<file path="src/rtl/io_pkg.sv">
// Shared IO-bus types: arbiter states, default bus widths, requester bundle.
// Latency: n/a (types only).  Backpressure: n/a.
package io_pkg;

    localparam int IO_AWIDTH = 10;
    localparam int IO_DWIDTH = 32;

    typedef enum logic {
        ARB_IDLE,
        ARB_LOCKED
    } arb_state_e;

    typedef struct packed {
        logic [IO_AWIDTH-1:0]   addr;
        logic [IO_DWIDTH-1:0]   din;
        logic [IO_DWIDTH/8-1:0] wbe;
    } io_req_t;

endpackage

</file>
<file path="src/rtl/io_bus_arbiter_if.sv">
// Two-requester IO bus: master modport is the arbiter, slave modport is requesters plus IO controller.
// Latency: grant combinational, read data 1 cycle after grant.  Backpressure: req held until gnt.
interface io_bus_arbiter_if #(
    parameter int DWIDTH = io_pkg::IO_DWIDTH,
    parameter int AWIDTH = io_pkg::IO_AWIDTH
);
    logic                m0_req;
    logic                m0_lock;
    logic [AWIDTH-1:0]   m0_addr;
    logic [DWIDTH-1:0]   m0_din;
    logic [DWIDTH/8-1:0] m0_wbe;
    logic                m0_gnt;
    logic                m0_rvalid;
    logic [DWIDTH-1:0]   m0_dout;

    logic                m1_req;
    logic                m1_lock;
    logic [AWIDTH-1:0]   m1_addr;
    logic [DWIDTH-1:0]   m1_din;
    logic [DWIDTH/8-1:0] m1_wbe;
    logic                m1_gnt;
    logic                m1_rvalid;
    logic [DWIDTH-1:0]   m1_dout;

    logic                s_en;
    logic [AWIDTH-1:0]   s_addr;
    logic [DWIDTH-1:0]   s_din;
    logic [DWIDTH/8-1:0] s_wbe;
    logic [DWIDTH-1:0]   s_dout;

    modport master (
        input  m0_req, m0_lock, m0_addr, m0_din, m0_wbe,
        output m0_gnt, m0_rvalid, m0_dout,
        input  m1_req, m1_lock, m1_addr, m1_din, m1_wbe,
        output m1_gnt, m1_rvalid, m1_dout,
        output s_en, s_addr, s_din, s_wbe,
        input  s_dout
    );

    modport slave (
        output m0_req, m0_lock, m0_addr, m0_din, m0_wbe,
        input  m0_gnt, m0_rvalid, m0_dout,
        output m1_req, m1_lock, m1_addr, m1_din, m1_wbe,
        input  m1_gnt, m1_rvalid, m1_dout,
        input  s_en, s_addr, s_din, s_wbe,
        output s_dout
    );

endinterface

</file>
<file path="src/rtl/rr_arb2.sv">
// Two-way round-robin pick: ptr selects the preferred requester when both are asking.
// Latency: purely combinational.  Backpressure: none, a lone request always wins.
module rr_arb2 (
    input  logic [1:0] req,
    input  logic       ptr,
    output logic [1:0] gnt
);

    always_comb begin
        gnt = 2'b00;
        if (req[0] && (!req[1] || !ptr)) begin
            gnt[0] = 1'b1;
        end else if (req[1]) begin
            gnt[1] = 1'b1;
        end
    end

endmodule

</file>
<file path="src/rtl/io_bus_arbiter.sv">
// Round-robin arbiter with ownership lock in front of the IO controller slave port.
// Latency: grant same cycle as req, read data 1 cycle later; losers stall with gnt=0.
// Optional lock watchdog: IO_ARB_LOCK_WATCHDOG_EN (breaks a lock after LOCK_MAX cycles).
module io_bus_arbiter #(
    parameter int DWIDTH   = io_pkg::IO_DWIDTH,
    parameter int AWIDTH   = io_pkg::IO_AWIDTH,
    parameter int LOCK_MAX = 64
) (
    input  logic              clk,
    input  logic              rst,
    io_bus_arbiter_if.master  bus,
    output logic              lock_err
);
    import io_pkg::*;

    localparam int BW = DWIDTH / 8;

    typedef struct packed {
        logic [AWIDTH-1:0] addr;
        logic [DWIDTH-1:0] din;
        logic [BW-1:0]     wbe;
    } req_t;

    arb_state_e state_q, state_d;
    logic       owner_q, owner_d;
    logic       rr_ptr_q, rr_ptr_d;
    logic       rsel_q, rsel_d;
    logic       rvld_q, rvld_d;

    logic [1:0] req_vec;
    logic [1:0] lock_vec;
    logic [1:0] rr_gnt;
    logic [1:0] gnt;
    logic       gnt_idx;
    logic       wd_fire;
    req_t       m_req [2];
    req_t       sel_req;

    assign req_vec  = {bus.m1_req, bus.m0_req};
    assign lock_vec = {bus.m1_lock, bus.m0_lock};
    assign m_req[0] = '{addr: bus.m0_addr, din: bus.m0_din, wbe: bus.m0_wbe};
    assign m_req[1] = '{addr: bus.m1_addr, din: bus.m1_din, wbe: bus.m1_wbe};

    rr_arb2 u_rr_arb2 (
        .req (req_vec),
        .ptr (rr_ptr_q),
        .gnt (rr_gnt)
    );

    // Reset gates the grant so the slave strobe drops the moment rst falls.
    always_comb begin
        gnt = 2'b00;
        if (rst) begin
            if (state_q == ARB_IDLE) begin
                gnt = rr_gnt;
            end else begin
                gnt[owner_q] = req_vec[owner_q];
            end
        end
    end

    assign gnt_idx = gnt[1];

    always_comb begin
        sel_req = '0;
        if (gnt[0]) begin
            sel_req = m_req[0];
        end else if (gnt[1]) begin
            sel_req = m_req[1];
        end
    end

    always_comb begin
        state_d  = state_q;
        owner_d  = owner_q;
        rr_ptr_d = rr_ptr_q;
        rsel_d   = gnt_idx;
        rvld_d   = (|gnt) && (sel_req.wbe == '0);
        case (state_q)
            ARB_IDLE: begin
                if (|gnt) begin
                    rr_ptr_d = ~gnt_idx;
                    if (lock_vec[gnt_idx]) begin
                        state_d = ARB_LOCKED;
                        owner_d = gnt_idx;
                    end
                end
            end
            ARB_LOCKED: begin
                // Owner traffic leaves the pointer alone; a broken lock hands priority away.
                if (!lock_vec[owner_q]) begin
                    state_d = ARB_IDLE;
                end else if (wd_fire) begin
                    state_d  = ARB_IDLE;
                    rr_ptr_d = ~owner_q;
                end
            end
            default: state_d = ARB_IDLE;
        endcase
    end

    always_ff @(posedge clk or negedge rst) begin
        if (!rst) begin
            state_q  <= ARB_IDLE;
            owner_q  <= 1'b0;
            rr_ptr_q <= 1'b0;
            rsel_q   <= 1'b0;
            rvld_q   <= 1'b0;
        end else begin
            state_q  <= state_d;
            owner_q  <= owner_d;
            rr_ptr_q <= rr_ptr_d;
            rsel_q   <= rsel_d;
            rvld_q   <= rvld_d;
        end
    end

`ifdef IO_ARB_LOCK_WATCHDOG_EN
    localparam int CNT_W = (LOCK_MAX > 1) ? $clog2(LOCK_MAX) : 1;

    logic [CNT_W-1:0] lock_cnt_q, lock_cnt_d;
    logic             lock_err_q, lock_err_d;

    always_comb begin
        lock_cnt_d = '0;
        lock_err_d = 1'b0;
        wd_fire    = 1'b0;
        if (state_q == ARB_LOCKED && lock_vec[owner_q]) begin
            if (lock_cnt_q == CNT_W'(LOCK_MAX - 1)) begin
                wd_fire    = 1'b1;
                lock_err_d = 1'b1;
            end else begin
                lock_cnt_d = lock_cnt_q + 1'b1;
            end
        end
    end

    always_ff @(posedge clk or negedge rst) begin
        if (!rst) begin
            lock_cnt_q <= '0;
            lock_err_q <= 1'b0;
        end else begin
            lock_cnt_q <= lock_cnt_d;
            lock_err_q <= lock_err_d;
        end
    end

    assign lock_err = lock_err_q;
`else
    assign wd_fire  = 1'b0;
    assign lock_err = 1'b0;
`endif

    assign bus.m0_gnt    = gnt[0];
    assign bus.m1_gnt    = gnt[1];
    assign bus.s_en      = |gnt;
    assign bus.s_addr    = sel_req.addr;
    assign bus.s_din     = sel_req.din;
    assign bus.s_wbe     = sel_req.wbe;
    assign bus.m0_rvalid = rvld_q & ~rsel_q;
    assign bus.m1_rvalid = rvld_q & rsel_q;
    assign bus.m0_dout   = bus.s_dout;
    assign bus.m1_dout   = bus.s_dout;

endmodule

</file>
<file path="src/flat_wrapper.sv">
// flat-port wrapper written by rule: the top's interface ports become plain ports
module io_bus_arbiter_flat import io_pkg::*;
#(
    parameter int DWIDTH   = io_pkg::IO_DWIDTH,
    parameter int AWIDTH   = io_pkg::IO_AWIDTH,
    parameter int LOCK_MAX = 64
)
  (clk, rst, lock_err, bus_m0_req, bus_m0_lock, bus_m0_addr, bus_m0_din, bus_m0_wbe, bus_m0_gnt, bus_m0_rvalid, bus_m0_dout, bus_m1_req, bus_m1_lock, bus_m1_addr, bus_m1_din, bus_m1_wbe, bus_m1_gnt, bus_m1_rvalid, bus_m1_dout, bus_s_en, bus_s_addr, bus_s_din, bus_s_wbe, bus_s_dout);
  io_bus_arbiter_if #(.DWIDTH(DWIDTH), .AWIDTH(AWIDTH)) bus_i ();
  input  logic clk;
  input  logic rst;
  output logic lock_err;
  input wire logic [$bits(bus_i.m0_req)-1:0] bus_m0_req;
  input wire logic [$bits(bus_i.m0_lock)-1:0] bus_m0_lock;
  input wire logic [$bits(bus_i.m0_addr)-1:0] bus_m0_addr;
  input wire logic [$bits(bus_i.m0_din)-1:0] bus_m0_din;
  input wire logic [$bits(bus_i.m0_wbe)-1:0] bus_m0_wbe;
  output wire logic [$bits(bus_i.m0_gnt)-1:0] bus_m0_gnt;
  output wire logic [$bits(bus_i.m0_rvalid)-1:0] bus_m0_rvalid;
  output wire logic [$bits(bus_i.m0_dout)-1:0] bus_m0_dout;
  input wire logic [$bits(bus_i.m1_req)-1:0] bus_m1_req;
  input wire logic [$bits(bus_i.m1_lock)-1:0] bus_m1_lock;
  input wire logic [$bits(bus_i.m1_addr)-1:0] bus_m1_addr;
  input wire logic [$bits(bus_i.m1_din)-1:0] bus_m1_din;
  input wire logic [$bits(bus_i.m1_wbe)-1:0] bus_m1_wbe;
  output wire logic [$bits(bus_i.m1_gnt)-1:0] bus_m1_gnt;
  output wire logic [$bits(bus_i.m1_rvalid)-1:0] bus_m1_rvalid;
  output wire logic [$bits(bus_i.m1_dout)-1:0] bus_m1_dout;
  output wire logic [$bits(bus_i.s_en)-1:0] bus_s_en;
  output wire logic [$bits(bus_i.s_addr)-1:0] bus_s_addr;
  output wire logic [$bits(bus_i.s_din)-1:0] bus_s_din;
  output wire logic [$bits(bus_i.s_wbe)-1:0] bus_s_wbe;
  input wire logic [$bits(bus_i.s_dout)-1:0] bus_s_dout;
  assign bus_i.m0_req = bus_m0_req;
  assign bus_i.m0_lock = bus_m0_lock;
  assign bus_i.m0_addr = bus_m0_addr;
  assign bus_i.m0_din = bus_m0_din;
  assign bus_i.m0_wbe = bus_m0_wbe;
  assign bus_m0_gnt = bus_i.m0_gnt;
  assign bus_m0_rvalid = bus_i.m0_rvalid;
  assign bus_m0_dout = bus_i.m0_dout;
  assign bus_i.m1_req = bus_m1_req;
  assign bus_i.m1_lock = bus_m1_lock;
  assign bus_i.m1_addr = bus_m1_addr;
  assign bus_i.m1_din = bus_m1_din;
  assign bus_i.m1_wbe = bus_m1_wbe;
  assign bus_m1_gnt = bus_i.m1_gnt;
  assign bus_m1_rvalid = bus_i.m1_rvalid;
  assign bus_m1_dout = bus_i.m1_dout;
  assign bus_s_en = bus_i.s_en;
  assign bus_s_addr = bus_i.s_addr;
  assign bus_s_din = bus_i.s_din;
  assign bus_s_wbe = bus_i.s_wbe;
  assign bus_i.s_dout = bus_s_dout;
  io_bus_arbiter #(.DWIDTH(DWIDTH), .AWIDTH(AWIDTH), .LOCK_MAX(LOCK_MAX)) u_core (.clk(clk), .rst(rst), .bus(bus_i), .lock_err(lock_err));
endmodule
</file>
<file path="config.mk">
export PLATFORM = sky130hd
export DESIGN_NAME = io_bus_arbiter_flat
export DESIGN_NICKNAME = d
export VERILOG_FILES = /design/src/rtl/io_pkg.sv /design/src/rtl/io_bus_arbiter_if.sv /design/src/rtl/rr_arb2.sv /design/src/rtl/io_bus_arbiter.sv /design/src/flat_wrapper.sv
export SDC_FILE = /design/constraint.sdc
export NUM_CORES = 1
export LEC_CHECK = 0
export CORE_AREA = 3 3 93 95
export DETAILED_ROUTE_END_ITERATION = 12
export DIE_AREA = 0 0 96 98
export PLACE_DENSITY = 0.67
export SETUP_SLACK_MARGIN = 0.05
export SYNTH_ARGS = -nofsm -noshare
export SYNTH_HDL_FRONTEND = slang
export SYNTH_SLANG_ARGS = --single-unit
</file>
<file path="constraint.sdc">
create_clock -name clk -period 3.2 [get_ports clk]
set_input_delay 0.96 -clock clk [delete_from_list [all_inputs] [get_ports clk]]
set_output_delay 0.96 -clock clk [all_outputs]
set_load 0.02 [all_outputs]
</file>
; Word-level counts from Yosys, hierarchy flattened
; Cells that the tools add are included.
[totals]
regBits = 5
input_bits = 130
elab_cells = 46
[classes]
order_cmp = 3
eq_ne = 1
mux = 21
bitwise = 6
reduce_logical = 10
[ops]
columns = operator, count
row1 = $mux W46, 2
row2 = $mux W1, 15
row3 = $logic_not A4 Y1, 1
row4 = $lt A1 B2 Y1 const B, 2
row5 = $mux W2, 2
row6 = $logic_and A1 B1 Y1, 3
row7 = $not A1 Y1, 3
row8 = $reduce_and A3 Y1, 1
row9 = $and A1 B1 Y1, 2
row10 = $and A2 B2 Y2, 1
row11 = $logic_not A1 Y1, 2
row12 = $ne A2 B2 Y1 const B, 1
row13 = $pmux W1 S2, 1
row14 = $reduce_and A2 Y1, 1
row15 = $reduce_or A2 Y1, 1
row16 = $demux W1 S1, 1
row17 = $ge A1 B1 Y1 const B, 1
row18 = $logic_or A1 B1 Y1, 1

; Depth between registers and ports, before layout
; Gate-level depths: netlist (run 1).
[logic_depth]
ltp_word = 12
depth_mapped = 5
mapped_depth_nobuf = 3

; Hierarchy
; A second synthesis (run 1) with hierarchy kept.
[hier_totals]
hier_cells = 253
hier_area_um2 = 1755.4
[by_module_without_submodules]
columns = mod, n_inst, cells_each, area_per_inst_um2, seq_area_each_um2
row1 = io_bus_arbiter, 1, 250, 1736.7, 125.1
row2 = rr_arb2, 1, 3, 18.8, 0.0

; Worst setup path after synthesis (run 1)
; OpenSTA, ideal clock, no wires.
[synth_path]
path_kind = input -> output
start = input port bus_m0_req
end = output port bus_s_din[19]
t_arrival_ns = 2.139
path_slack_ns = 0.101
stages = 4
cell_sequence = nor3b_2 nor3_1 clkbuf_1 a22o_1
[synth_via]
elab_chain_len = 7
word_cells_on_any_way = 10
cone_classes = mux (8) / bitwise (1) / reduce/logical (1)
[synth_rtl]
columns = element, line
row1 = "start, declared", flat_wrapper.sv:13  ; input wire logic [$bits(bus_i.m0_req)-1:0] bus_m0_req;
row2 = $mux W1 (implied by the code) (2 in a row), io_bus_arbiter.sv:57  ; gnt[owner_q] = req_vec[owner_q];
row3 = $and A2 B2 Y2 (no source line), --
row4 = $mux W2 *, io_bus_arbiter.sv:54  ; if (state_q == ARB_IDLE) begin
row5 = $mux W2 *, io_bus_arbiter.sv:53  ; if (rst) begin
row6 = via bus_m1_gnt, flat_wrapper.sv:26  ; output wire logic [$bits(bus_i.m1_gnt)-1:0] bus_m1_gnt;
row7 = $mux W46 *, io_bus_arbiter.sv:68  ; end else if (gnt[1]) begin
row8 = $mux W46 *, io_bus_arbiter.sv:66  ; if (gnt[0]) begin
row9 = "end, declared", flat_wrapper.sv:31  ; output wire logic [$bits(bus_i.s_din)-1:0] bus_s_din;
; The timed path passes the listed nets; every way through them passes the cells marked *. The select of a mux whose other input is x is not followed.

; Worst setup path after layout (run 1)
[layout_path]
start = input port bus_m1_req
end = output port bus_s_addr[4]
[layout_via]
elab_chain_len = 8
word_cells_on_any_way = 13
cone_classes = mux (9) / bitwise (1) / reduce/logical (3)
[layout_rtl]
columns = element, line
row1 = "start, declared", flat_wrapper.sv:21  ; input wire logic [$bits(bus_i.m1_req)-1:0] bus_m1_req;
row2 = $logic_not A1 Y1, rr_arb2.sv:11  ; if (req[0] && (!req[1] || !ptr)) begin
row3 = $logic_or A1 B1 Y1, rr_arb2.sv:11
row4 = $logic_and A1 B1 Y1, rr_arb2.sv:11
row5 = $mux W1, rr_arb2.sv:11
row6 = $mux W2 *, io_bus_arbiter.sv:54
row7 = $mux W2 *, io_bus_arbiter.sv:53
row8 = $mux W46, io_bus_arbiter.sv:68
row9 = $mux W46 *, io_bus_arbiter.sv:66
row10 = "end, declared", flat_wrapper.sv:30  ; output wire logic [$bits(bus_i.s_addr)-1:0] bus_s_addr;
; Mark *: on every way between the ends. The rest lies on a longest branch, timed or not. The select of a mux whose other input is x is not followed.

==> results.py, run 1 <==
metrics = {
    "sta": {
        "setup_viol": 0,
        "hold_violations": 0,
        "rsz0062_at_grt": "true",
        "holdWs_ns": 0.598,
        "fin_skew_ns": 0.00145,
        "period_needed_ns": 3.16,
        "slew_violations": 0,
        "fmax_mhz": 316,
        "final.setup.tns_ns": 0,
        "fin_crit_sh_pct": 98.8,
    },
    "floorplan": {
        "start_util_pct": 15.9,
        "die_h_um": 98,
        "fp.dieW_um": 96,
        "rows": 32,
        "core-area_um2": 7810,
        "fp.dieArea_um2": 9410,
        "ios": 246,
    },
    "layout": {
        "drive_gt1_share_pct": 34.8,
        "area_growth_pct": 129,
        "fin_cells": 358,
        "fin_nets": 387,
        "diodes": 0,
    },
    "grt": {
        "grt_use_total_pct": 13.3,
        "gr-total-overflow": 0,
        "antenna_found_initial": 0,
        "grt_pass1_wl_um": 9470,
        "grt_max_degree": 20,
        "grt_pass1_vias": 1649,
    },
    "pwr": {
        "total_power_mw": 1.24,
        "power_density_nw_per_um2": 437,
        "p_sw_mw": 0.484,
        "power.internal_mw": 0.759,
        "pwr-share-seq_pct": 9.1,
        "p_leak_nw": 1.24,
        "vdd_ir_drop_max_v": 0.000230,
        "clkPwrFrac_pct": 9.3,
        "sw_frac_of_total_pct": 38.9,
        "combPwrFrac_pct": 81.6,
    },
    "routing": {
        "wl_per_cell_um": 18.7,
        "dr.pass1.iters": 4,
        "drcViolationCount": 0,
        "drtIter0Drc": 18,
        "ant_nets": 0,
        "dr_total_vias": 1559,
        "vias_per_cell": 4.35,
        "wirelength_um": 6700,
    },
    "yosys": {
        "synth-seq-cells": 5,
        "yosys_warnings": 0,
        "syn_area_um2": 1240,
        "ys_types": 23,
        "synth_area_per_cell_um2": 8.20,
        "synth.net_count": 281,
        "syn_inst": 151,
        "ys_seq_area_share_pct": 10.1,
    },
    "place": {
        "numPortBuffers": 148,
        "dp_cells": 333,
        "hpwl_um": 4560,
        "gp_congestion": 0.746,
    },
    "critical_path": {
        "worst-setup-path-type": "input port to primary output",
        "end_kind": "primary output",
        "required_ns": 2.24,
        "worstPathArrival_ns": 2.20,
        "startpoint_type": "input port",
        "path_max_fanout": 5,
    },
    "cts": {
        "cts_root_buf": "clkbuf_8",
        "cts_max_level": 1,
        "clkLatencyLatePin_ns": 0.22,
        "ctsLongestPathBuffers": 2,
        "cts_tree": "done",
        "cts_buffers": 3,
        "path_clk_slew_ns": 0.04,
        "numClockSinks": 5,
    },
    "outcome": {
        "status": "completed",
    },
    "flow_run": {
        "drv_cap": 0,
    },
    "hold_path": {
        "min_path_type": "flip-flop to flip-flop",
    },
}
## metrics by stage
step	cell area (um2)	setup slack (ns)	util, %
after floorplan	1240	0.101	-
after global placement	2400	-0.654	30.7
after detailed placement	2400	-0.683	30.7
after CTS	2870	0.0366	36.7
after global routing	2840	-0.0244	36.4
final	2840	0.0392	36.4
## cell usage in the layout (no fill, tap or decap)
cell type and count:
clkdlybuf4s50_1 96, a22o_1 46, buf_6 46, buf_4 15, buf_16 7, dfrtp_1 5, buf_2 4, nor4_1 3
clkbuf_8 3, buf_12 3, nand2_2 2, nor3b_4 2, nor2b_1 2, inv_1 2, and3b_2 1, nand2_1 1
nor3_4 1, or2_4 1, or4_1 1, a21o_1 1, and2_1 1, nor3_1 1, a2bb2o_1 1, a211o_1 1
o32a_1 1, o41ai_1 1, a21boi_0 1, conb_1 1, clkbuf_1 1, bufbuf_16 1, clkdlybuf4s15_2 1, clkdlybuf4s15_1 1
clkbuf_2 1, buf_8 1
## worst max-delay path, cell delays in order
cell	delay, ns
buf_6	0.09
and3b_2	0.21
nor3b_4	0.22
buf_6	0.13
buf_8	0.10
buf_12	0.11
buf_16	0.11
a22o_1	0.15
buf_6	0.12
## per-layer routing
layer  up-vias  wire length (um)  global-route usage, %
met2       113              3370                   24.4
li1        708                 -                      -
met3        34               860                   3.39
met5         -                 0                      0
met1       704              2260                   13.9
met4         0               212                   5.36
## sequential cells by signal (all words and copies together) (netlist names)
register	count
u_core.owner_q	1
u_core.rr_ptr_q	1
u_core.rsel_q	1
u_core.rvld_q	1
u_core.state_q	1
## Yosys cell counts
cell / n / area, um2
a22o_1: 46 / 403
dfrtp_1: 5 / 125
and3b_1: 1 / 8.76
a21boi_0: 1 / 7.51
o41ai_1: 1 / 8.76
inv_1: 2 / 7.51
a211o_1: 1 / 8.76
nor3_1: 2 / 10.0
buf_2: 6 / 30.0
and2_1: 1 / 6.26
or2_2: 1 / 6.26
conb_1: 1 / 3.75
nor2b_1: 2 / 12.5
nand2_1: 3 / 11.3
nor4_1: 3 / 18.8
o32a_1: 1 / 10.0
or4_1: 1 / 7.51
a2bb2o_1: 1 / 10.0
buf_6: 1 / 11.3
buf_4: 65 / 488
a21o_1: 1 / 7.51
clkbuf_1: 3 / 11.3
nor3b_2: 2 / 25.0
## what timing repair did
item / 4_1_cts / 5_1_grt
gates resized for setup: 301 / 12
gates cloned: 9 / 0
buffers inserted: 16 / 1
pin swaps: 29 / 13
endpoints found under the setup margin: 49 / 49
hold buffers: 0 / 0
## power groups by stage
stage,Clock (mW),Sequential [mW],Combinational (mW)
after floorplan,0,0.104,0.489
after global placement,0,0.108,0.780
after detailed placement,0,0.109,0.785
after CTS,0.117,0.112,1.04
after global routing,0.120,0.118,1.08
final,0.115,0.113,1.01
## cell type report
class	count	area, um2
fill	796	4970
sequential	5	125
tap	102	128
timing repair buffer	176	1940
inverter	2	7.51
clock buffer	4	45.0
multi-input combinational	69	598
## cells by family after synthesis
| group | share of synthesized area, % |
|---|---|
| AOI/OAI and AO/OA | 36.8 |
| buffers and inverters | 44.2 |
| DFF | 10.1 |
| other | 0.303 |
| and+or+nand+nor | 8.59 |
## final timing paths
path                                                     to  cells past startpoint  slack, ns                        start
worst min register to register  u_core.rr_ptr_q$_DFFE_PN0P_                      1       0.60  u_core.rr_ptr_q$_DFFE_PN0P_
max in group asynchronous        u_core.owner_q$_DFFE_PN0P_                      2       2.41                          rst
min in group asynchronous       u_core.rr_ptr_q$_DFFE_PN0P_                      2       0.68                          rst
worst max register to register      u_core.rvld_q$_DFF_PN0_                      6       1.50     u_core.state_q$_DFF_PN0_
worst min-delay path            u_core.rr_ptr_q$_DFFE_PN0P_                      1       0.60  u_core.rr_ptr_q$_DFFE_PN0P_
worst max-delay path                          bus_s_addr[4]                      9       0.04                   bus_m1_req
No activity file was read; power rests on OpenSTA's default activity.
==> inputs of run 2 (changes only) <==
- REMOVE_ABC_BUFFERS: not set -> 1
- TNS_END_PERCENT: not set -> 50
==> results.py, run 2 (synthesis gave the netlist of run 1 again) <==
metrics = {
    "cts": {
        "cts_tree": "done",
        "cts_buffers": 3,
        "clkLatencyLatePin_ns": 0.22,
        "ctsLongestPathBuffers": 2,
        "path_clk_slew_ns": 0.03,
        "numClockSinks": 5,
        "cts_max_level": 1,
        "cts_root_buf": "clkbuf_8",
    },
    "layout": {
        "fillers": 780,
        "diodes": 0,
        "fin_nets": 382,
        "most-common-layout-cells": "clkdlybuf4s50_1, a22o_1, buf_6, buf_4, dfrtp_1",
        "area_growth_pct": 125,
        "layout_commonest_cell": "clkdlybuf4s50_1",
        "fin_cells": 353,
        "multi_input_area_um2": 596,
        "seq_area_um2": 125,
        "fin_area_um2": 2790,
        "drive_gt1_share_pct": 33.1,
        "final_core_util_pct": 35.7,
    },
    "critical_path": {
        "slowest_delay_ns": 0.23,
        "ff2ff_path_depth": 7,
        "cp_slowest_cell": "and3b_2",
        "crit_top_cell": "buf_6",
        "required_ns": 2.24,
        "worstPathCellList": "buf_6 > and3b_2 > nor3b_4 > buf_4 > buf_8 > buf_16 > a22o_1 > buf_6",
        "r2r_slack_ns": 1.55,
        "regToRegEndpoint": "u_core.rvld_q$_DFF_PN0_",
        "worst-setup-path-type": "input port to primary output",
        "reg2reg_from": "u_core.state_q$_DFF_PN0_",
        "path_max_fanout": 6,
        "startpoint_type": "input port",
        "worstPathArrival_ns": 2.20,
        "end_kind": "primary output",
    },
    "sta": {
        "holdWs_ns": 0.603,
        "fin_crit_sh_pct": 98.7,
        "rsz0062_at_grt": "true",
        "hold_violations": 0,
        "timing.final.ws_setup_ns": 0.0410,
        "final.setup.tns_ns": 0,
        "fmax_mhz": 317,
        "slew_violations": 0,
        "setup_viol": 0,
        "fin_skew_ns": 0.00178,
        "period_needed_ns": 3.16,
    },
    "pwr": {
        "power_density_nw_per_um2": 437,
        "vdd_ir_drop_max_v": 0.000135,
        "total_power_mw": 1.22,
        "p_leak_nw": 1.21,
    },
    "flow_run": {
        "drv_cap": 0,
    },
    "grt": {
        "grt_pass1_vias": 1737,
        "antenna_found_initial": 0,
        "grt_max_degree": 26,
        "grt_use_total_pct": 17.0,
        "gr-total-overflow": 0,
        "grt_pass1_wl_um": 11500,
    },
    "hold_path": {
        "hold_path_depth": 1,
        "hp-start": "u_core.rr_ptr_q$_DFFE_PN0P_",
        "min_to": "u_core.rr_ptr_q$_DFFE_PN0P_",
        "min_path_type": "flip-flop to flip-flop",
    },
    "place": {
        "gp_congestion": 0.768,
        "hpwl_um": 6290,
        "numPortBuffers": 148,
        "pre_cts_ws_ns": -0.685,
        "placed_area_um2": 2390,
        "dp_cells": 332,
    },
    "floorplan": {
        "core-area_um2": 7810,
        "ios": 246,
        "fp.dieArea_um2": 9410,
        "start_util_pct": 15.9,
        "fp.dieW_um": 96,
        "rows": 32,
        "die_h_um": 98,
    },
    "routing": {
        "vias_per_cell": 4.49,
        "drcViolationCount": 0,
        "wl_met2_um": 3770,
        "drt-met1-wl_um": 3200,
        "wl_met3_um": 1550,
        "ant_nets": 0,
        "dr_total_vias": 1586,
        "highest_layer": "met5",
        "wirelength_um": 8660,
        "wl_per_cell_um": 24.5,
        "dr.pass1.iters": 4,
        "drtIter0Drc": 44,
    },
    "outcome": {
        "status": "completed",
    },
}
-- run 2: cell types whose count changed in the layout (fill, tap and decap cells not counted), sizes merged --
cell / previous run / this run
buf: 76 / 68
clkbuf: 5 / 7
dlygate4sd2: 0 / 1
-- run 2: area by class of cell --
cell class,count,area share (%)
sequential,5,4.49
inverter,2,0.269
clock buffer,4,1.62
timing repair buffer,171,67.7
multi-input combinational,69,21.4
tap,102,4.58
-- run 2: power by group --
group	switching [mW]	leakage, nW	internal [mW]
Sequential	0.0293	0.0635	0.0849
Clock	0.0282	0.0228	0.0853
Combinational	0.425	1.12	0.567
Total	0.482	1.21	0.737
-- run 2: repair_timing --
| item | 4_1_cts | 5_1_grt |
|---|---|---|
| hold endpoints to repair | 0 | 0 |
| buffers inserted | 10 | 1 |
| hold buffers | 0 | 0 |
| gates resized for setup | 267 | 32 |
| pin swaps | 21 | 26 |
| setup endpoints to repair | 49 | 48 |
| cloned | 7 | 2 |
-- run 2: worst max-delay path by stage --
stage / from / endpoint / slack (ns) / depth (start not counted)
final: bus_m1_req / bus_s_din[3] / 0.04 / 8
after detailed placement: bus_m1_req / bus_s_addr[9] / -0.68 / 6
after floorplan: bus_m0_req / bus_s_addr[0] / -2.25 / 3
after global routing: bus_m1_req / bus_s_din[3] / -0.03 / 8
after CTS: bus_m1_req / bus_s_din[25] / 0.003 / 9
after global placement: bus_m1_req / bus_s_din[2] / -0.64 / 6
-- run 2: per-layer routing --
layer	vias to the layer above	global-route usage [%]
met5	-	11.1
met1	713	18.8
met4	4	1.53
met2	159	25.0
met3	9	14.4
li1	701	-
-- run 2: worst max-delay path: cells and delay by family --
kind / cells / cell delay [ns]
and+or+nand+nor: 2 / 0.45
AOI/OAI and AO/OA: 1 / 0.16
buffers and inverters: 5 / 0.62
